`src/rtl/instruction_fetch_unit.sv`:
```
// Instruction fetch unit: owns the fetch PC, keeps one I-cache request
// outstanding through an addr_ok/data_ok handshake, and pushes one or two
// instructions per response into the dual-issue instruction FIFO.
module instruction_fetch_unit #(
  parameter logic [31:0] RESET_PC     = 32'hBFC0_0000,
  parameter int          EXP_ADEL_BIT = 0,
  parameter int          EXP_IBE_BIT  = 1
) (
  input  logic        clk,
  input  logic        rst,
  input  logic        redirect_valid,
  input  logic [31:0] redirect_pc,
  input  logic        fifo_full,
  output logic        icache_req,
  output logic [31:0] icache_addr,
  input  logic        icache_addr_ok,
  input  logic        icache_data_ok,
  input  logic [63:0] icache_rdata,
  input  logic        icache_error,
  output logic        write_en1,
  output logic        write_en2,
  output logic [31:0] write_data1,
  output logic [31:0] write_address1,
  output logic [31:0] write_data2,
  output logic [31:0] write_address2,
  output logic [11:0] write_inst_exp1
);

  typedef enum logic [2:0] {
    S_REQ,
    S_WAIT,
    S_DISCARD,
    S_ERR_WRITE,
    S_HALT
  } state_t;

  state_t      state;
  logic [31:0] pc;
  logic [31:0] req_pc;
  logic        after_rst;

  // Registered write-port contents, masked on the way out.
  logic        wr_en1_q;
  logic        wr_en2_q;
  logic [31:0] wr_data1_q;
  logic [31:0] wr_addr1_q;
  logic [31:0] wr_data2_q;
  logic [31:0] wr_addr2_q;
  logic [11:0] wr_exp_q;

  logic req_active;
  logic handshake;
  logic in_flight;

  // Issue is allowed in REQ when the FIFO has room, except during reset and
  // the first cycle after it.
  assign req_active = (state == S_REQ) && !rst && !after_rst && !fifo_full;
  assign icache_req = req_active && (pc[1:0] == 2'b00);
  assign handshake  = icache_req && icache_addr_ok;
  assign icache_addr = pc;

  // A redirect must turn any still-pending response into a discard.
  assign in_flight = handshake ||
                     ((state == S_WAIT || state == S_DISCARD) && !icache_data_ok);

  // The FIFO is flushed in a redirect cycle, so nothing may be written then.
  assign write_en1       = wr_en1_q && !redirect_valid;
  assign write_en2       = wr_en2_q && !redirect_valid;
  assign write_data1     = write_en1 ? wr_data1_q : '0;
  assign write_address1  = write_en1 ? wr_addr1_q : '0;
  assign write_inst_exp1 = write_en1 ? wr_exp_q   : '0;
  assign write_data2     = write_en2 ? wr_data2_q : '0;
  assign write_address2  = write_en2 ? wr_addr2_q : '0;

  // Fetch FSM, PC update and registered FIFO write port.
  always_ff @(posedge clk) begin
    if (rst) begin
      // NOTE: every register here is sequential state, so only non-blocking
      // assignments are used; blocking ones would race with readers.
      state      <= S_REQ;
      pc         <= RESET_PC;
      req_pc     <= '0;
      after_rst  <= 1'b1;
      wr_en1_q   <= 1'b0;
      wr_en2_q   <= 1'b0;
      wr_data1_q <= '0;
      wr_addr1_q <= '0;
      wr_data2_q <= '0;
      wr_addr2_q <= '0;
      wr_exp_q   <= '0;
    end else begin
      after_rst  <= 1'b0;
      // Write slots are single-cycle pulses; clear them unless refilled below.
      wr_en1_q   <= 1'b0;
      wr_en2_q   <= 1'b0;
      wr_data1_q <= '0;
      wr_addr1_q <= '0;
      wr_data2_q <= '0;
      wr_addr2_q <= '0;
      wr_exp_q   <= '0;

      if (redirect_valid) begin
        pc    <= redirect_pc;
        state <= in_flight ? S_DISCARD : S_REQ;
      end else begin
        case (state)
          S_REQ: begin
            if (handshake) begin
              req_pc <= pc;
              state  <= S_WAIT;
            end else if (req_active && (pc[1:0] != 2'b00)) begin
              state <= S_ERR_WRITE;
            end
          end

          S_WAIT: begin
            if (icache_data_ok) begin
              wr_en1_q   <= 1'b1;
              wr_addr1_q <= req_pc;
              if (icache_error) begin
                wr_exp_q[EXP_IBE_BIT] <= 1'b1;
                state <= S_HALT;
              end else begin
                wr_data1_q <= icache_rdata[31:0];
                // An upper-half fetch only yields one useful word.
                if (!req_pc[2]) begin
                  wr_en2_q   <= 1'b1;
                  wr_data2_q <= icache_rdata[63:32];
                  wr_addr2_q <= req_pc + 32'd4;
                end
                pc    <= req_pc + (req_pc[2] ? 32'd4 : 32'd8);
                state <= S_REQ;
              end
            end
          end

          S_DISCARD: begin
            if (icache_data_ok) begin
              state <= S_REQ;
            end
          end

          S_ERR_WRITE: begin
            wr_en1_q   <= 1'b1;
            wr_addr1_q <= pc;
            wr_exp_q[EXP_ADEL_BIT] <= 1'b1;
            state <= S_HALT;
          end

          S_HALT: begin
            state <= S_HALT;
          end

          default: state <= S_REQ;
        endcase
      end
    end
  end

endmodule

```
`config.mk`:
```
export PLATFORM = sky130hd
export DESIGN_NAME = instruction_fetch_unit
export DESIGN_NICKNAME = d
export VERILOG_FILES = /design/src/rtl/instruction_fetch_unit.sv
export SDC_FILE = /design/constraint.sdc
export NUM_CORES = 1
export LEC_CHECK = 0
export CORE_UTILIZATION = 40
export CTS_CLUSTER_DIAMETER = 200
export DETAILED_ROUTE_END_ITERATION = 10
export GPL_TIMING_DRIVEN = 0
export PLACE_DENSITY = 0.69
export SYNTH_ARGS = -nofsm -noshare
export SYNTH_HDL_FRONTEND = slang
export SYNTH_SLANG_ARGS = --single-unit
```
`constraint.sdc`:
```
create_clock -name clk -period 2.4 [get_ports clk]
set_input_delay 0.6 -clock clk [delete_from_list [all_inputs] [get_ports clk]]
set_output_delay 0.6 -clock clk [all_outputs]
set_load 0.01 [all_outputs]
```
==> results of run 1 <==
-- cells by family (layout without fill, tap and decap cells) --
logic type                 Yosys count  count (layout)  share of synthesized area
AOI/OAI and AO/OA                  139             139                     0.1034
adders and majority gates            2               2                   0.003006
and+or+nand+nor                    471             472                     0.3100
muxes                                3               3                   0.003758
DFF                                200             200                     0.4811
other                                1              10                  0.0004506
buffers and inverters              106             419                    0.05517
xor gates and xnor gates            41              41                    0.04315
-- area by class of cell --
| class | count | share of cell area |
|---|---|---|
| plain buffers | 99 | 0.05011 |
| clock buffers | 17 | 0.03542 |
| clock inverters | 15 | 0.01156 |
| inverters | 5 | 0.001563 |
| multi-input cells | 667 | 0.3332 |
| flip-flops and latches | 200 | 0.3335 |
| well taps | 270 | 0.02813 |
| repair buffers | 283 | 0.2066 |
-- layer usage --
layer	vias up	wire [µm]	GRT usage	share of wire
met5	-	0	0	0
met4	0	618	0.09063	0.022
met3	42	1942	0.04906	0.070
met2	352	13300	0.4348	0.48
met1	3647	11960	0.3279	0.43
li1	3838	-	-	-
-- how the worst min path moves through the flow --
stage                    startpoint          to
floorplan                 req_pc[3]   req_pc[3]
CTS                 icache_addr[23]  req_pc[23]
global route        icache_addr[22]  req_pc[22]
global placement    icache_addr[31]  req_pc[31]
finish              icache_addr[23]  req_pc[23]
detailed placement  icache_addr[23]  req_pc[23]
-- sequential cells by signal (all words and copies together) (netlist names) --
| name | flops |
|---|---|
| icache_addr | 32 |
| req_pc | 32 |
| wr_addr1_q | 32 |
| wr_addr2_q | 32 |
| wr_data1_q | 32 |
| wr_data2_q | 32 |
| state | 3 |
| wr_exp_q | 2 |
| after_rst | 1 |
| wr_en1_q | 1 |
| wr_en2_q | 1 |
-- critical path, cell delays in order --
cell and delay (ns):
buf_4 0.15, clkbuf_8 0.15, nor2b_4 0.17, buf_4 0.13, clkbuf_8 0.14, and2_1 0.14
dlygate4sd2_1 0.28
-- power by group through the flow --
stage / clock [µW] / combinational [µW] / sequential [µW]
global route: 2930 / 580 / 3410
global placement: 0 / 520 / 3480
detailed placement: 0 / 523 / 3480
CTS: 2800 / 539 / 3410
finish: 2760 / 543 / 3410
floorplan: 0 / 194 / 3490
-- synth_stat cells (2+ instances only) --
library cell / number / area, µm²
nand3_1: 11 / 55.05
xor2_1: 7 / 61.31
or2_2: 3 / 18.77
buf_1: 3 / 11.26
o31ai_1: 2 / 15.01
dfxtp_1: 200 / 4004
o21a_1: 3 / 22.52
o22ai_1: 6 / 37.54
a221oi_1: 8 / 70.07
and3_1: 85 / 531.8
inv_1: 5 / 18.77
nor2b_1: 12 / 75.07
nor4_1: 13 / 81.33
nor2_1: 71 / 266.5
ha_1: 2 / 25.02
nand3b_1: 3 / 22.52
buf_4: 12 / 90.09
nand4_1: 8 / 50.05
nor3_1: 12 / 60.06
or4_1: 2 / 15.01
and2_1: 131 / 819.5
xnor2_1: 34 / 297.8
a22oi_1: 32 / 240.2
nor3b_1: 14 / 105.1
clkbuf_1: 73 / 274.0
a21oi_1: 56 / 280.3
nand2_1: 91 / 341.6
a21o_1: 5 / 37.54
mux2i_1: 2 / 20.02
buf_2: 12 / 60.06
o21ai_0: 20 / 100.1
and4_1: 5 / 43.79
-- placed cells by master (no fill, tap or decap), types with 3 or more instances in the layout --
cell type / instances
nor2b_1: 10
a22oi_1: 32
o21a_1: 3
clkinv_4: 3
and2_1: 129
inv_6: 3
buf_1: 3
and4_1: 5
nor4_2: 4
nand4_1: 8
clkdlybuf4s50_1: 131
dfxtp_1: 199
and3_1: 85
buf_4: 29
nor3_1: 10
clkbuf_4: 3
clkdlybuf4s15_1: 15
o22ai_1: 6
conb_1: 10
clkbuf_16: 19
inv_1: 5
nand3_1: 9
a221oi_1: 8
a21o_1: 4
clkbuf_8: 10
nor4_1: 9
nor2_1: 71
a21oi_1: 56
xnor2_1: 34
or2_2: 3
inv_8: 4
nand2_1: 91
xor2_1: 7
dlygate4sd2_1: 72
nand3b_1: 3
buf_2: 41
o21ai_0: 20
nor3b_1: 13
clkbuf_1: 52
clkbuf_2: 20
-- metrics by stage --
stage / util / setup WS [ns]
2_1_floorplan: - / 0.1992
3_3_place_gp: 0.5600 / -1.553
3_5_place_dp: 0.5600 / -1.555
4_1_cts: 0.5917 / 0.001068
5_1_grt: 0.5917 / -0.003120
6_report: 0.5917 / 0.04216
-- repair_timing --
action                                  4_1_cts  5_1_grt
setup buffers                                12        3
endpoints found under the setup margin      216       95
gates cloned                                  1        1
gates resized for setup                     302       50
pin swaps                                     2        1
==> results.json, run 1 <==
{
  "antenna_cells": 0,
  "area_growth_pct": 44.30,
  "die_w_um": 146.2,
  "regToRegStartpoint": "state[1]",
  "hold_depth": 2,
  "remaining_drc_errors": 0,
  "place_area_um2": 11370,
  "finalCriticalPeriod_ns": 2.358,
  "tns_ns": 0,
  "nFillCells": 1881,
  "grt_pass1_wl_mm": 42.23,
  "antenna_found_initial": 0,
  "power.switching_uw": 1681,
  "seqPwrFrac": 0.508,
  "critPathKind": "primary input to output pin",
  "fin_area_um2": 12010,
  "drive_above_1_share": 0.1267,
  "worstPathRequired_ns": 1.80,
  "synth_seq_cells": 200,
  "finClkSkew_ns": 0.01131,
  "grt_overflow_total": 0,
  "grt_max_degree": 20,
  "wl_per_cell_um": 17.88,
  "cts.sinks": 200,
  "p_leak_uw": 0.005221,
  "routabilityCongestion": 0.8553,
  "rsz0062_at_grt": "true",
  "post-place-cells": 1509,
  "arrival_ns": 1.76,
  "combPwrFrac": 0.081,
  "via_count": 7879,
  "drt-total-wl_mm": 27.82,
  "first_global_vias": 7368,
  "drtIter0Drc": 511,
  "rows": 52,
  "fin_crit_sh": 0.9824,
  "avgSynthCellArea_um2": 8.643,
  "grtUsageTotal": 0.2577,
  "cts_tree": "built",
  "clockBufferDepth": 2,
  "ys_types": 52,
  "finalHoldViolations": 0,
  "worst_pin_slew_ns": 0.7390,
  "clk_pin_slew_ns": 0.07,
  "cap_viol_max_count": 0,
  "via_per_inst": 5.064,
  "insertion_delay_ns": 0.44,
  "cp_max_fo": 10,
  "power.share.clock": 0.412,
  "initial_core_util": 0.4100,
  "outcome": "complete, no violations",
  "drtAntennaViolNets": 0,
  "syn-instance-count": 963,
  "seq_area_frac_synth": 0.4811,
  "htreeDepth": 4,
  "power_uw": 6715,
  "cp-startpoint": "redirect_valid",
  "root_buffer": "clkbuf_16",
  "worst_hold_slack_ns": 0.4887,
  "dp_hpwl_mm": 20.12,
  "intPower_uw": 5034,
  "p_per_area_nw_per_um2": 559.1,
  "worstSetupEndpointType": "output pin",
  "drt_first_pass_iters": 5,
  "core_um2": 20300,
  "synthArstFlopShare": 0,
  "seq_area_um2": 4005,
  "hold_path_class": "flop to flop",
  "cts_made_buffers": 17,
  "io_buffers": 267,
  "relSlewSlack": 0.5073,
  "synth-edff-count": 0,
  "max-vdd-ir-drop_uv": 468.9,
  "fin_cells": 1556,
  "rr_worst_depth": 10,
  "die_y_um": 146.2,
  "multi_input_area_um2": 4001,
  "setup_viol": 0,
  "r2r_slack_ns": 0.13,
  "cp-start-kind": "primary input",
  "ys.flop_type": "dfxtp_1",
  "cts_hold_buf": 0,
  "slew_violations": 0,
  "swShare": 0.2503,
  "yosysWarnings": 0,
  "synth_area_um2": 8323,
  "r2r_end": "wr_addr2_q[26]",
  "endpoint": "write_data1[6]",
  "fmax_mhz": 424.1,
  "io-pin-count": 278,
  "dieArea_um2": 21390,
  "nets": 1378
}
No activity file was read; power rests on OpenSTA's default activity.
==> run 2: changes to the inputs <==
--- a/config.mk
+++ b/config.mk
@@ -5,6 +5,7 @@
 export SDC_FILE = /design/constraint.sdc
 export NUM_CORES = 1
 export LEC_CHECK = 0
+export CORE_ASPECT_RATIO = 1.5
 export CORE_UTILIZATION = 40
 export CTS_CLUSTER_DIAMETER = 200
 export DETAILED_ROUTE_END_ITERATION = 10
==> results.json, run 2 (synthesis gave the netlist of run 1 again) <==
{
  "p_per_area_nw_per_um2": 570.3,
  "drt-total-wl_mm": 28.14,
  "worst_pin_slew_ns": 0.6800,
  "worstSetupEndpointType": "output pin",
  "initial_core_util": 0.4076,
  "max-vdd-ir-drop_uv": 432.5,
  "grtUsageTotal": 0.2619,
  "wl_per_cell_um": 18.08,
  "routabilityCongestion": 0.8650,
  "cts_tree": "built",
  "finalHoldViolations": 0,
  "cap_viol_max_count": 0,
  "cts_hold_buf": 0,
  "setup_viol": 0,
  "cts_made_buffers": 17,
  "clk_pin_slew_ns": 0.07,
  "remaining_drc_errors": 0,
  "root_buffer": "clkbuf_16",
  "drtAntennaViolNets": 0,
  "nets": 1384,
  "core_um2": 20420,
  "nFillCells": 1924,
  "grt_max_degree": 20,
  "combPwrFrac": 0.080,
  "antenna_cells": 0,
  "hold_path_class": "flop to flop",
  "fmax_mhz": 423.2,
  "via_count": 7957,
  "intPower_uw": 5212,
  "drtIter0Drc": 440,
  "via_per_inst": 5.114,
  "fin_crit_sh": 0.9846,
  "die_y_um": 178.7,
  "power.share.clock": 0.426,
  "cp-start-kind": "primary input",
  "rows": 64,
  "grt_overflow_total": 0,
  "worst_hold_slack_ns": 0.4906,
  "worstPathRequired_ns": 1.80,
  "io-pin-count": 278,
  "io_buffers": 267,
  "seqPwrFrac": 0.494,
  "first_global_vias": 7639,
  "mostFrequentLayoutCells": "199 x dfxtp_1, 137 x clkdlybuf4s50_1, 125 x and2_1",
  "dieArea_um2": 21400,
  "p_leak_uw": 0.005274,
  "antenna_found_initial": 0,
  "power.switching_uw": 1688,
  "relSlewSlack": 0.5466,
  "fin_area_um2": 12100,
  "place_area_um2": 11360,
  "slew_violations": 0,
  "htreeDepth": 4,
  "clockBufferDepth": 2,
  "arrival_ns": 1.76,
  "area_growth_pct": 45.36,
  "insertion_delay_ns": 0.44,
  "cts.sinks": 200,
  "dp_hpwl_mm": 20.44,
  "outcome": "complete, no violations",
  "layout_commonest_cell": "dfxtp_1",
  "grt_pass1_wl_mm": 42.46,
  "die_w_um": 119.8,
  "cp_max_fo": 10,
  "critPathKind": "primary input to output pin",
  "rsz0062_at_grt": "true",
  "drt_first_pass_iters": 7,
  "finalCriticalPeriod_ns": 2.363,
  "finClkSkew_ns": 0.009418,
  "swShare": 0.2446,
  "drive_above_1_share": 0.1432
}
==> run 2: cell count changes in the layout (fill, tap and decap cells not counted), sizes merged <==
cell | previous run | this run
clkinvlp | 2 | 0
inv | 12 | 14
buf | 74 | 80
clkinv | 6 | 3
clkdlybuf4s50 | 131 | 137
dlygate4sd2 | 72 | 61
nand4 | 10 | 9
dlymetal6s2s | 2 | 4
bufinv | 0 | 1
clkdlybuf4s15 | 16 | 9
clkbuf | 104 | 117
==> run 2: per-stage QoR <==
stage          utilization  cells  setup slack [ns]  total power [µW]   TNS, ns
2_1_floorplan            -    972            0.1992              3681         0
3_3_place_gp        0.5563   1503            -1.580              4004   -223.47
3_5_place_dp        0.5563   1503            -1.531              4010   -227.69
4_1_cts             0.5980   1559          -0.03933              6922   -0.3241
5_1_grt             0.5925   1556          -0.01422              7109  -0.01868
6_report            0.5925   1556           0.03696              6899         0
==> run 2: worst max-delay path: stages <==
cell and delay [ns]:
buf_8 0.11, clkbuf_8 0.13, nor2b_4 0.24, buf_8 0.16, clkbuf_8 0.15, and2_1 0.11, dlygate4sd2_1 0.25
==> run 2: area by class of cell <==
class	count	area, µm²	area share
buffer	98	561.8	0.04644
clock buffer	19	452.9	0.03744
clock inverter	13	153.9	0.01272
inverter	5	18.77	0.001551
multi-input combinational	666	3999	0.3305
sequential	200	4005	0.3311
tap	264	330.3	0.02730
timing repair buffer	291	2576	0.2129
==> run 2: power groups by stage <==
| stage | Combinational, µW | Sequential [µW] | Clock (µW) |
|---|---|---|---|
| after global routing | 588 | 3410 | 3110 |
| after floorplan | 194 | 3490 | 0 |
| after detailed placement | 525 | 3490 | 0 |
| final | 552 | 3410 | 2940 |
| after CTS | 545 | 3410 | 2970 |
| after global placement | 519 | 3480 | 0 |
==> run 2: metal layers <==
layer / wire, µm / share of wire / track usage / vias to the layer above
met4: 1052 / 0.037 / 0.1328 / 0
met2: 14900 / 0.53 / 0.4892 / 335
met5: 0 / 0 / 0 / -
met3: 1571 / 0.056 / 0.04071 / 75
li1: - / - / - / 3851
met1: 10610 / 0.38 / 0.2835 / 3696
==> run 2: final timing paths <==
path / from / end / slack, ns / cells past startpoint
worst max register to register: state[1] / wr_addr2_q[30] / 0.09 / 9
worst min-delay path: icache_addr[19] / req_pc[19] / 0.49 / 2
worst max-delay path: redirect_valid / write_data1[26] / 0.04 / 7
worst min register to register: icache_addr[19] / req_pc[19] / 0.49 / 2
==> run 2: repair_timing <==
item / in CTS / in global routing
gates resized for setup: 305 / 67
setup endpoints to repair: 236 / 134
buffers inserted: 22 / 0
pin swaps: 11 / 0
gates cloned: 3 / 0
endpoints found under the hold margin: 0 / 0
